## src/rtl/regfile_writeback_arbiter.sv

```systemverilog
// Single write-port arbiter for the register file: pipeline writebacks win, divider
// results are buffered in a small FIFO, and a busy scoreboard tracks pending long results.
module regfile_writeback_arbiter #(
  parameter int DATA_WIDTH = 32,
  parameter int ADDR_WIDTH = 5,
  parameter int FIFO_DEPTH = 4
) (
  input  logic                  clk,
  input  logic                  rst,
  input  logic                  wbValid,
  input  logic [ADDR_WIDTH-1:0] wbRd,
  input  logic [DATA_WIDTH-1:0] wbData,
  input  logic                  divValid,
  input  logic [ADDR_WIDTH-1:0] divRd,
  input  logic [DATA_WIDTH-1:0] divData,
  output logic                  divReady,
  input  logic                  issueValid,
  input  logic [ADDR_WIDTH-1:0] issueRd,
  output logic [31:0]           busyMask,
  output logic                  regWrite,
  output logic [ADDR_WIDTH-1:0] writeReg,
  output logic [DATA_WIDTH-1:0] writeData,
  output logic [$clog2(FIFO_DEPTH):0] fifoCount
);

  localparam int PTR_W = $clog2(FIFO_DEPTH);
  localparam int CNT_W = PTR_W + 1;

  typedef enum logic [1:0] {
    SRC_NONE,
    SRC_WB,
    SRC_FIFO,
    SRC_BYPASS
  } src_t;

  logic [DATA_WIDTH-1:0] fifo_data [FIFO_DEPTH];
  logic [ADDR_WIDTH-1:0] fifo_rd   [FIFO_DEPTH];
  logic [PTR_W-1:0]      rd_ptr;
  logic [PTR_W-1:0]      wr_ptr;
  logic [CNT_W-1:0]      count;
  logic                  from_div;

  src_t                  src;
  logic                  push;
  logic                  pop;
  logic                  wb_sel;
  logic                  div_keep;
  logic [31:0]           set_mask;
  logic [31:0]           clear_mask;
  logic [31:0]           busy_next;

  assign divReady  = (count < CNT_W'(FIFO_DEPTH));
  assign fifoCount = count;

  // Results for x0 are swallowed here so they never occupy a FIFO slot or the port.
  always_comb begin
    src      = SRC_NONE;
    push     = 1'b0;
    pop      = 1'b0;
    wb_sel   = wbValid && (wbRd != '0);
    div_keep = divValid && divReady && (divRd != '0);
    if (wb_sel) begin
      src  = SRC_WB;
      push = div_keep;
    end else if (count != '0) begin
      src  = SRC_FIFO;
      pop  = 1'b1;
      push = div_keep;
    end else if (div_keep) begin
      src = SRC_BYPASS;
    end
  end

  always_ff @(posedge clk or posedge rst) begin
    if (rst) begin
      regWrite  <= 1'b0;
      writeReg  <= '0;
      writeData <= '0;
      from_div  <= 1'b0;
    end else begin
      case (src)
        SRC_WB: begin
          regWrite  <= 1'b1;
          writeReg  <= wbRd;
          writeData <= wbData;
          from_div  <= 1'b0;
        end
        SRC_FIFO: begin
          regWrite  <= 1'b1;
          writeReg  <= fifo_rd[rd_ptr];
          writeData <= fifo_data[rd_ptr];
          from_div  <= 1'b1;
        end
        SRC_BYPASS: begin
          regWrite  <= 1'b1;
          writeReg  <= divRd;
          writeData <= divData;
          from_div  <= 1'b1;
        end
        default: begin
          regWrite <= 1'b0;
          from_div <= 1'b0;
        end
      endcase
    end
  end

  // Pointer width equals log2(depth), so the increments wrap on their own.
  always_ff @(posedge clk or posedge rst) begin
    if (rst) begin
      rd_ptr <= '0;
      wr_ptr <= '0;
      count  <= '0;
    end else begin
      if (push) wr_ptr <= wr_ptr + PTR_W'(1);
      if (pop)  rd_ptr <= rd_ptr + PTR_W'(1);
      case ({push, pop})
        2'b10:   count <= count + CNT_W'(1);
        2'b01:   count <= count - CNT_W'(1);
        default: count <= count;
      endcase
    end
  end

  always_ff @(posedge clk) begin
    if (push) begin
      fifo_data[wr_ptr] <= divData;
      fifo_rd[wr_ptr]   <= divRd;
    end
  end

  // A new issue to the same register outranks the clear of the one just retiring.
  always_comb begin
    set_mask   = '0;
    clear_mask = '0;
    if (issueValid && (issueRd != '0)) set_mask = 32'd1 << issueRd;
    if (regWrite && from_div)          clear_mask = 32'd1 << writeReg;
    busy_next  = ((busyMask & ~clear_mask) | set_mask) & ~32'd1;
  end

  always_ff @(posedge clk or posedge rst) begin
    if (rst) busyMask <= '0;
    else     busyMask <= busy_next;
  end

endmodule

```

## config.mk

```make
export PLATFORM = sky130hd
export DESIGN_NAME = regfile_writeback_arbiter
export DESIGN_NICKNAME = d
export VERILOG_FILES = /design/src/rtl/regfile_writeback_arbiter.sv
export SDC_FILE = /design/constraint.sdc
export NUM_CORES = 1
export LEC_CHECK = 0
export ABC_CLOCK_PERIOD_IN_PS = 3800
export CORE_ASPECT_RATIO = 1.5
export CORE_MARGIN = 2
export CORE_UTILIZATION = 40
export CTS_CLUSTER_SIZE = 12
export DETAILED_ROUTE_END_ITERATION = 12
export GPL_ROUTABILITY_DRIVEN = 0
export SYNTH_ARGS = -nofsm -noshare
export SYNTH_HDL_FRONTEND = slang
export SYNTH_SLANG_ARGS = --single-unit
```

## constraint.sdc

```tcl
create_clock -name clk -period 3.8 [get_ports clk]
set_input_delay 0.57 -clock clk [delete_from_list [all_inputs] [get_ports clk]]
set_output_delay 0.57 -clock clk [all_outputs]
set_load 0.005 [all_outputs]
```

### Word-level counts from Yosys, hierarchy flattened

Memories as Yosys holds them, arrays and structs flattened.
Cells that the tools add are included.

* $add $sub $neg: 4
* multiplexer cells: 16
* reduce and logical (&&, ||, !) cells: 13
* order comparisons: 1
* equal/unequal tests: 5
* shift operators: 2
* bitwise logic cells: 3

Operator list (number)
* $pmux 32 s3: 1
* $mux 32: 2
* $shl 1x5->32 const A: 2
* $and 32x32->32: 1
* $not 32->32: 1
* $or 32x32->32: 1
* $pmux 5 s3: 1
* $reduce_bool 5->1: 3
* $mux 1: 8
* $eq 2x2->1 const B: 3
* $mux 2: 3
* $pmux 3 s2: 1
* $reduce_bool 3->1: 2
* $logic_and 1x1->1: 5
* $add 2x1->2 const B: 2
* $eq 2x1->1 const B: 2
* $add 3x1->3 const B: 1
* $lt 3x3->1 const B: 1
* $reduce_or 3->1: 1
* $sub 3x1->3 const B: 1
* $reduce_bool 2->1: 1
* $reduce_or 2->1: 1

* memories: 2
* memory bits (writable): 148
* output and inout bits: 74
* word-level logic and storage cells: 54
* input port bits: 84
* register bits after elaboration: 77

Memories
* fifo_data: words 4, width 32, read ports 1, clocked after Yosys merged registers in 0, wr ports 1, line 36 `logic [DATA_WIDTH-1:0] fifo_data [FIFO_DEPTH];`
* fifo_rd: words 4, width 5, read ports 1, clocked after Yosys merged registers in 0, wr ports 1, line 37 `logic [ADDR_WIDTH-1:0] fifo_rd [FIFO_DEPTH];`

### Depth between registers and ports, before layout

* word-level depth: 9
* mapped depth: 10
* depth with buffers taken out: 10

### Worst setup path before layout

Ideal clock, no wire load.

* path type: input to register
* from: in wbRd[4]
* to: mem fifo_data[0][0] (enable)
* slack: 1.081 ns
* required time: 3.402 ns
* cell stages on the path: 4
* path buffers: 0
* arrival: 2.322 ns
* path through: or4_1 -> o21ai_2 -> a211oi_1 -> and2_1

* longest elaborated chain between the ends: 5

RTL lines
* start, declared: line 11 `input logic [ADDR_WIDTH-1:0] wbRd,`
* $reduce_bool 5->1: line 60 `wb_sel = wbValid && (wbRd != '0);`
* $logic_and 1x1->1: line 60
* $mux 1: line 62 `if (wb_sel) begin`
* $mux 1: line 126 `if (push) begin`
* $mux 1 (not written as such): line 127 `fifo_data[wr_ptr] <= divData;`
* end, declared: line 36

No other way between the ends.

### Worst setup path after layout

* from: in divRd[3]
* to: mem fifo_data[3][15] (enable)

* longest elaborated chain between the ends: 6

RTL lines
* start, declared: line 14 `input logic [ADDR_WIDTH-1:0] divRd,`
* $reduce_bool 5->1 *: line 61 `div_keep = divValid && divReady && (divRd != '0);`
* $logic_and 1x1->1 *: line 61
* $mux 1: line 65 `end else if (count != '0) begin`
* $mux 1 *: line 62
* $mux 1 *: line 126
* $mux 1 (not written as such) *: line 127

Every way passes the cells marked *; elsewhere a longest branch is shown, timed or not.

==> results.yml <==
logic_synthesis:
  yosys.cell_count.top_type: "sky130_fd_sc_hd__edfxtp_1"
  syn-mean-instance-area_um2: 15.0
  synth_edf_count: 148
  synthTopCellsByCount: "sky130_fd_sc_hd__edfxtp_1 (148), sky130_fd_sc_hd__dfrtp_1 (77), sky130_fd_sc_hd__nor2_1 (74)"
  synth_top_cell_by_area: "sky130_fd_sc_hd__edfxtp_1"
  synth_top_area_share: 0.477
  ys_top_cells_by_area: "sky130_fd_sc_hd__edfxtp_1 (48%), sky130_fd_sc_hd__dfrtp_1 (21%), sky130_fd_sc_hd__mux4_2 (9.0%)"
  synthesis.area_um2: 9310
  synth.net_count: 711
  synth_unique_cells: 43
  postSynthCellCount: 621
  synth.yosys.seq_area_share: 0.685
  yosysWarningCount: 0
  ys_async_sr_fraction: 0.342
  synth_flop_cell: "sky130_fd_sc_hd__edfxtp_1"
  yosys_register_bits: 225
sta:
  finalCritPeriodShare: 0.783
  finalCriticalPeriod_ns: 2.97
  maxSlewViolCount: 0
  whs_ns: 0.311
  fmax_mhz: 336
  timing.final.setup_violations: 0
  timing.clock.skew_ns: 0.00593
  final_hold_viol_count: 0
  timing.max_slew.rel_slack: 0.321
  grt_setup_unrepaired: "no"
  slew_worst_pin_ns: 1.02
  fin_tns_setup_ns: 0
setup_path:
  crit_fanout: 17
  critical_path.startpoint: "divRd[3]"
  cp-endpoint: "fifo_data[3][15]$_DFFE_PP_"
  timing.critical_path.buf_inv: 2
  worst_path_largest_cell_delay_ns: 0.69
  timing.critical_path.depth: 6
  worstPathCellList: "clkdlybuf4s50_1, or4_1, o21ai_0, a211oi_1, and2_2, buf_4"
  endpoint_kind: "flip-flop"
  cp-start-kind: "input pin"
  timing.rr.start: "fifoCount[0]$_DFFE_PP0P_"
  path_class: "input pin to flip-flop"
  worst_path_dominant_cell_family: "buffers and inverters"
  crit_path_top_delay_cell: "sky130_fd_sc_hd__clkdlybuf4s50_1"
  reg2reg_depth: 4
  critical_path.reg2reg.endpoint: "fifo_data[3][15]$_DFFE_PP_"
  crit_path_arrival_time_ns: 3.19
  reg2reg_slack_ns: 1.36
  worst-endpoint-required_ns: 4.01
cts:
  cts-hold-fix-buffers: 0
  cts.clk_slew.worst_paths_ns: 0.06
  h_tree_level_count: 1
  tritoncts: "done"
  clock_sinks: 225
  clkLatencyLatePin_ns: 0.50
  gates_resized_cts_repair: 0
  root_buffer: "sky130_fd_sc_hd__clkbuf_16"
  postCtsSetupBuffers: 0
  cts_made_buffers: 23
  cts_max_path_buffers: 3
cells_and_area:
  finalNetCount: 875
  stdcell_count: 1081
  antenna_cells_inserted: 0
  area_growth_syn_to_layout_pct: 28.3
  final_layout_size_suffix_gt1_frac: 0.122
  post-route-util: 0.520
routing:
  via_per_inst: 5.62
  post-route-drc-count: 0
  wl_per_cell_um: 21.2
  detail_route.first_pass.iterations: 4
  detailedRoute.firstIterationViolations: 322
  vias: 6076
  drtAntennaViolNets: 0
  drt_wl_total_um: 22900
die:
  floorplan.rows: 68
  coreArea_um2: 23000
  dieWidth_um: 129
  ios: 158
  chip_height_um: 191
  start_util: 0.405
  die_area_um2: 24500
pwr:
  power_density_nw_per_um2: 705
  power.leakage_nw: 4.22
  report.power.total_w: 0.00842
  ir_worst_vdd_uv: 313
global_route:
  grt_first_pass_wirelength_um: 35700
  grt.overflow.total: 0
  grt_start_max_net_pins: 71
  first_global_vias: 6427
  grt_use_total: 0.189
  antenna_found_initial: 0
outcome:
  outcome: "finished clean"
min_path:
  hold_path_class: "input pin to asynchronous set/reset pin"
placed_design:
  buffer_ports.inserted: 156
  dp.cells: 1040
  dp.final_hpwl_um: 15500
run:
  cap_violations: 0
==> per-layer routing <==
metal | up-vias | GRT usage | routed length, µm
met5 | - | 0 | 6
met4 | 2 | 0.0623 | 627
met3 | 53 | 0.0258 | 1170
met2 | 205 | 0.349 | 12300
met1 | 3085 | 0.224 | 8800
li1 | 2731 | - | -
==> power breakdown <==
part           switching (W)  internal [W]  leakage [nW]
sequential          0.000469       0.00321          2.20
combinational        0.00119       0.00150          1.69
clock               0.000861       0.00119         0.326
total                0.00252       0.00590          4.22
==> through the flow <==
step                area [µm²]  setup WS (ns)
floorplan                 9310           1.08
global placement         11300          0.414
detailed placement       11300          0.283
CTS                      11900          0.810
global route             11900          0.583
finish                   11900          0.826
==> sequential cells by signal, indices dropped and copies added, names as in the netlist <==
register and flops:
fifo_data 128, busyMask 31, fifoCount 3, wr_ptr 2, rd_ptr 2, fifo_rd 20
from_div 1, writeReg 5, regWrite 1, writeData 32
==> placed cells by master, fill, tap and decap left out, drive strengths merged, types with 2 or more instances in the layout <==
cell type and instances:
nand2 4, mux4 37, dfrtp 77, a221oi 32
xnor2 4, o21ai 63, a21oi 2, clkdlybuf4s50 156
ha 5, clkbuf 37, buf 16, nand4b 2
nor2 74, inv 41, xor2 2, a211oi 2
o22a 5, o2bb2ai 32, nand3 4, nor4b 4
and2 4, nor4 7, edfxtp 148, or3b 3
a21boi 5, nor3 6, or4 2, or3 4
clkinv 4, nand3b 8, o21a 2
==> cell families (layout without fill, tap and decap cells) <==
family	count (synthesis)	in the layout	share of synthesized area
adder cells (fa/ha/maj)	6	6	0.00887
flip-flops	225	225	0.685
AND/OR/NAND/NOR	125	125	0.0663
buffers and inverters	75	255	0.0325
other	1	1	0.000403
XOR/XNOR	6	6	0.00565
AO/OA/AOI/OAI	144	144	0.110
multiplexers	39	39	0.0918
==> worst min-delay path by stage <==
stage | from | end | slack (ns) | cells past startpoint
after global placement | busyMask[24]$_DFF_PP0_ | busyMask[24]$_DFF_PP0_ | 0.49 | 2
final | rst | busyMask[29]$_DFF_PP0_ | 0.31 | 2
after detailed placement | busyMask[18]$_DFF_PP0_ | busyMask[18]$_DFF_PP0_ | 0.50 | 2
after CTS | rst | wr_ptr[1]$_DFFE_PP0P_ | 0.30 | 2
after floorplan | busyMask[25]$_DFF_PP0_ | busyMask[25]$_DFF_PP0_ | 0.49 | 2
after global routing | rst | writeData[26]$_DFFE_PP0P_ | 0.32 | 2
==> area by class of cell <==
class | count | area, µm²
Multi-Input combinational cell | 321 | 2650
Inverter | 42 | 159
Fill cell | 1929 | 11000
Sequential cell | 225 | 6370
Tap cell | 280 | 350
Clock inverter | 4 | 45.0
Clock buffer | 37 | 628
Timing Repair Buffer | 172 | 1730
No activity file was read; power rests on OpenSTA's default activity.
==> RTL change 1 (same settings) <==
Register the input `divRd` before use, with the module's reset. The logic sees it one clock later. The other inputs are not delayed to match.
--- a/src/rtl/regfile_writeback_arbiter.sv
+++ b/src/rtl/regfile_writeback_arbiter.sv
@@ -33,6 +33,16 @@
     SRC_BYPASS
   } src_t;
 
+  logic [ADDR_WIDTH-1:0] divRd_q;
+
+  always_ff @(posedge clk or posedge rst) begin
+    if (rst) begin
+      divRd_q <= '0;
+    end else begin
+      divRd_q <= divRd;
+    end
+  end
+
   logic [DATA_WIDTH-1:0] fifo_data [FIFO_DEPTH];
   logic [ADDR_WIDTH-1:0] fifo_rd   [FIFO_DEPTH];
   logic [PTR_W-1:0]      rd_ptr;
@@ -58,7 +68,7 @@
     push     = 1'b0;
     pop      = 1'b0;
     wb_sel   = wbValid && (wbRd != '0);
-    div_keep = divValid && divReady && (divRd != '0);
+    div_keep = divValid && divReady && (divRd_q != '0);
     if (wb_sel) begin
       src  = SRC_WB;
       push = div_keep;
@@ -93,7 +103,7 @@
         end
         SRC_BYPASS: begin
           regWrite  <= 1'b1;
-          writeReg  <= divRd;
+          writeReg  <= divRd_q;
           writeData <= divData;
           from_div  <= 1'b1;
         end
@@ -125,7 +135,7 @@
   always_ff @(posedge clk) begin
     if (push) begin
       fifo_data[wr_ptr] <= divData;
-      fifo_rd[wr_ptr]   <= divRd;
+      fifo_rd[wr_ptr]   <= divRd_q;
     end
   end
 
Check against the original RTL: not equivalent (a bounded check fails within 4 cycles, from zero or initial values and one cycle with rst high).
==> RTL change 1 against the unedited design <==
- register-to-register slack got worse by 190 ps
- routed wire length increased by 2.3%
- critical path depth rose by 4
- largest cell class unchanged
- sequential cell count increased by 5
- setup slack better by 340 ps
- final area up 2.1%
- total power increased by 3.7%
- synthesized area grew 2.2%
==> RTL change 1: results (changes against the unedited design) <==
Synth Warn # = 0 (unchanged)
Hold Path Class = in -> reg (was in -> async)
Peak VDD IR = 0.0003246 V (was 0.0003131 V)
Root buf cell = clkbuf_16 (unchanged)
Clock latency on the worst-skew pair = 510 ps
Register area share after synthesis = 0.6826 (was 0.6845)
Hold path start = divRd[2]
R2R Path Start = divRd_q[1]$_DFF_PP0_ (was fifoCount[0]$_DFFE_PP0P_)
Post-synth top cells = edfxtp_1, dfrtp_1, nor2_1 (unchanged)
Post-CTS Setup Inserts = 0 (unchanged)
GR Util met1 = 0.2318 (was 0.2242)
Nets = 879 (was 875)
Clk_skew = 21.51 ps (was 5.925 ps)
Total track usage = 0.1901 (was 0.1887)
Placement Cell Area = 11450 sq um (was 11270 sq um)
First-pass GRT wire length = 36470 um (was 35730 um)
First-pass DRT Iterations = 4 (unchanged)
H-tree levels = 1 (unchanged)
Status = completed (unchanged)
Share of cells above drive strength 1 = 0.1400 (was 0.1223)
Max-Slew Margin vs Limit = 0.3476 (was 0.3213)
Hpwl dp = 15590 um (was 15530 um)
Starting DRT DRC Count = 325 (was 322)
M2 GR Usage = 0.3470 (was 0.3494)
Max FO, Critical Path = 10 (was 17)
CP Class = reg -> reg (was in -> reg)
Mapped Nets = 718 (was 711)
Crit-path slowest cell = or4_4 (was clkdlybuf4s50_1)
Final hold violations = 0 (unchanged)
WL/cell = 20.85 um (was 21.22 um)
CP delay by family, top = simple AND/OR/NAND/NOR gates (was buffers and inverters)
Vias/cell = 5.453 (was 5.621)
Clock slew at reported path FFs = 60 ps (about the same)
Async set-reset flop share out of synthesis = 0.3565 (was 0.3422)
M3 GR Usage = 0.02856 (was 0.02581)
Critical Path AT = 3060 ps (was 3190 ps)
Vias in the first global route = 6519 (was 6427)
Fillers = 1963 (was 1929)
Top cells by area, synth = edfxtp_1, dfrtp_1, mux4_2 (unchanged)
TritonCTS buffer count = 24 (was 23)
Critical Path Max Stage Delay = 590 ps (was 690 ps)
Leak pwr = 0.004215 uW (was 0.004217 uW)
==> RTL change 1: area by class of cell <==
type / count / area [sq um] / share of cell area
Sequential cell: 230 / 6499 / 0.5332
Timing Repair Buffer: 170 / 1679 / 0.1378
Inverter: 8 / 31.28 / 0.002566
Multi-Input combinational cell: 355 / 2838 / 0.2328
Tap cell: 319 / 399.1 / 0.03275
Clock buffer: 43 / 733.2 / 0.06016
Clock inverter: 1 / 8.758 / 0.0007186
==> RTL change 1: final timing paths <==
kind | endpoint | slack [ps] | depth (start not counted)
setup / recovery | fifoCount[2]$_DFFE_PP0P_ | 1170 | 10
hold / removal | divRd_q[2]$_DFF_PP0_ | 500 | 1
setup reg to reg | fifoCount[2]$_DFFE_PP0P_ | 1170 | 10
hold reg to reg | busyMask[21]$_DFF_PP0_ | 500 | 2
max in group asynchronous | writeData[17]$_DFFE_PP0P_ | 2430 | 3
min in group asynchronous | busyMask[13]$_DFF_PP0_ | 550 | 2
==> RTL change 1: layer usage <==
layer / routed length (um) / share of wire
met5: 0 / 0
met4: 459 / 0.020
met3: 1323 / 0.056
met2: 12480 / 0.53
met1: 9218 / 0.39
==> RTL change 1: metrics by stage <==
stage | power, uW | cells | setup WS, ps
3_5_place_dp | 6614 | 1082 | 720.9
6_report | 8733 | 1126 | 1171
2_1_floorplan | 5192 | 628 | 1071
3_3_place_gp | 6542 | 1082 | 756.5
5_1_grt | 9246 | 1126 | 967.5
4_1_cts | 8848 | 1126 | 1161
==> RTL change 1: worst reg2reg max path, cell delays in order, from the launching register on <==
cell	delay, ps
dfrtp_1	510
or4_4	590
o21ai_2	240
a211oi_2	130
inv_1	90
ha_1	180
inv_1	60
fa_1	370
xor2_1	150
nor2_1	110
xnor2_1	130
==> RTL change 1: logic make-up after synthesis <==
family	count (synthesis)	synth area share
AO/OA/AOI/OAI	143	0.1032
flip-flops	230	0.6826
multiplexers	39	0.08980
adder cells (fa/ha/maj)	6	0.008677
AND/OR/NAND/NOR	160	0.08822
XOR/XNOR	6	0.005522
other	1	0.0003940
buffers and inverters	43	0.02156
==> RTL change 1: power by group <==
| group | internal, uW | total [uW] | switching [uW] |
|---|---|---|---|
| sequential | 3280 | 3780 | 503 |
| clock | 1300 | 2210 | 910 |
| combinational | 1530 | 2750 | 1210 |
| total | 6100 | 8730 | 2630 |
==> RTL change 2 (same flow settings) <==
Made on the original files. Set the parameter `ADDR_WIDTH` to 6 (it was 5).
--- a/src/rtl/regfile_writeback_arbiter.sv
+++ b/src/rtl/regfile_writeback_arbiter.sv
@@ -2,7 +2,7 @@
 // results are buffered in a small FIFO, and a busy scoreboard tracks pending long results.
 module regfile_writeback_arbiter #(
   parameter int DATA_WIDTH = 32,
-  parameter int ADDR_WIDTH = 5,
+  parameter int ADDR_WIDTH = 6,
   parameter int FIFO_DEPTH = 4
 ) (
   input  logic                  clk,
Interface: changed (resized divRd, issueRd, wbRd and writeReg); port bits go from 158 to 162. The function was not compared with the original's and may differ.
==> RTL change 2 against the unedited design <==
- setup slack improved by 230 ps
- routed wire length shrank 0.10%
- sequential power grew 2%
- sequential cell count rose by 5
- global-route usage fell by 0.25 points
- synthesized area up 1.1%
- die area grew 1.1%
- via count shrank 1.9%
- register-to-register slack gained 120 ps
- clock skew is 4.8 ps higher
- final area is 0.81% higher
- total power up 2.3%
- critical endpoint is now fifoCount[2]$_DFFE_PP0P_
==> RTL change 2: results (changes against the unedited design) <==
R2R Setup Slk = 1480 ps (was 1360 ps)
Leak pwr = 0.004301 uW (was 0.004217 uW)
Largest net degree at the start of global routing = 56 (was 71)
Crit-path slowest cell = or4_4 (was clkdlybuf4s50_1)
Port bufs = 160 (was 156)
Share of cells above drive strength 1 = 0.1336 (was 0.1223)
Vias/cell = 5.270 (was 5.621)
Fin crit share = 0.7224 (was 0.7826)
Crit. Startpoint = wbRd[1] (was divRd[3])
Multi-input gates = 361 (was 321)
Critical Path AT = 3160 ps (was 3190 ps)
Peak VDD IR = 0.0003648 V (was 0.0003131 V)
First-pass DRT Iterations = 5 (was 4)
Fraction of area in multi-input gates = 0.2222 (about the same)
Non-CTS buffers = 171 (was 172)
Hold Path Class = reg -> reg (was in -> async)
Setup TNS = 0 ps (unchanged)
Post-synth EDFFs = 152 (was 148)
Top cells by area, synth = edfxtp_1, dfrtp_1, mux4_2 (unchanged)
Total track usage = 0.1862 (was 0.1887)
Vias in the first global route = 6276 (was 6427)
Starting DRT DRC Count = 370 (was 322)
Max FO, Critical Path = 8 (was 17)
Fillers = 1962 (was 1929)
CLK BUF = 39 (was 37)
Register area share after synthesis = 0.6926 (was 0.6845)
Synth unique cells = 39 (was 43)
Mapped Nets = 727 (was 711)
TritonCTS buffer count = 24 (was 23)
# clock sinks = 230 (was 225)
Clock-cell share = 0.05925 (was 0.05638)
Seq/total area = 0.5416 (was 0.5338)
Nets = 891 (was 875)
R2R Path Start = fifoCount[2]$_DFFE_PP0P_ (was fifoCount[0]$_DFFE_PP0P_)
Clk_skew = 10.68 ps (was 5.925 ps)
Critical Path Max Stage Delay = 570 ps (was 690 ps)
Post-synth top cells = edfxtp_1, nor2_1, dfrtp_1 (was edfxtp_1, dfrtp_1, nor2_1)
H-tree levels = 1 (unchanged)
Max-Slew Margin vs Limit = 0.2704 (was 0.3213)
Switch Pwr = 2548 uW (was 2520 uW)
Nonclk inv count = 10 (was 42)
Status = completed (unchanged)
Async set-reset flop share out of synthesis = 0.3391 (was 0.3422)
End of the critical path = fifoCount[2]$_DFFE_PP0P_ (was fifo_data[3][15]$_DFFE_PP_)
NonClk Buf Share = 0.1410 (was 0.1450)
WL/cell = 20.27 um (was 21.22 um)
Hpwl dp = 15000 um (was 15530 um)
==> RTL change 2: cell types whose count changed after synthesis, sizes merged, moves of 6 or more <==
cell,change
a21oi,+37
a221oi,-32
a2bb2oi,+38
buf,+6
clkbuf,-6
inv,-32
nand2,+43
nand2b,+9
nor2,+8
nor4,-6
o2bb2ai,-32
or2,+6
==> RTL change 2: logic make-up after synthesis <==
| logic type | after synthesis | share of synthesized area |
|---|---|---|
| buf+inv | 43 | 0.02500 |
| other cells | 1 | 0.0003986 |
| compound gates | 144 | 0.09814 |
| mux | 39 | 0.09202 |
| flops | 230 | 0.6926 |
| xor+xnor | 6 | 0.005585 |
| simple gates | 165 | 0.07753 |
| fa+ha+maj | 6 | 0.008777 |
==> RTL change 2: power by group through the flow <==
| stage | registers [uW] | clock network, uW | logic, uW |
|---|---|---|---|
| global placement | 3780 | 0 | 2720 |
| global route | 3830 | 2280 | 2970 |
| CTS | 3770 | 2190 | 2770 |
| finish | 3760 | 2130 | 2720 |
| detailed placement | 3810 | 0 | 2760 |
| floorplan | 3610 | 0 | 1550 |
==> RTL change 2: layer usage <==
metal	wire, um	GRT usage	up-vias
li1	-	-	2704
met1	8499	0.2146	3000
met4	627	0.06271	2
met3	1183	0.02423	35
met5	7	0	-
met2	12600	0.3510	219
==> RTL change 2: per-stage QoR <==
stage,hold slack [ps],worst slack (ps),std cells,area [sq um],util
floorplan,489.7,962.7,634,9409,-
global placement,485.2,578.6,1087,11320,0.4911
detailed placement,497.4,535.3,1087,11320,0.4911
CTS,509.9,1044,1131,12040,0.5220
global route,544.2,862.1,1131,12040,0.5220
finish,511.4,1055,1131,12040,0.5220
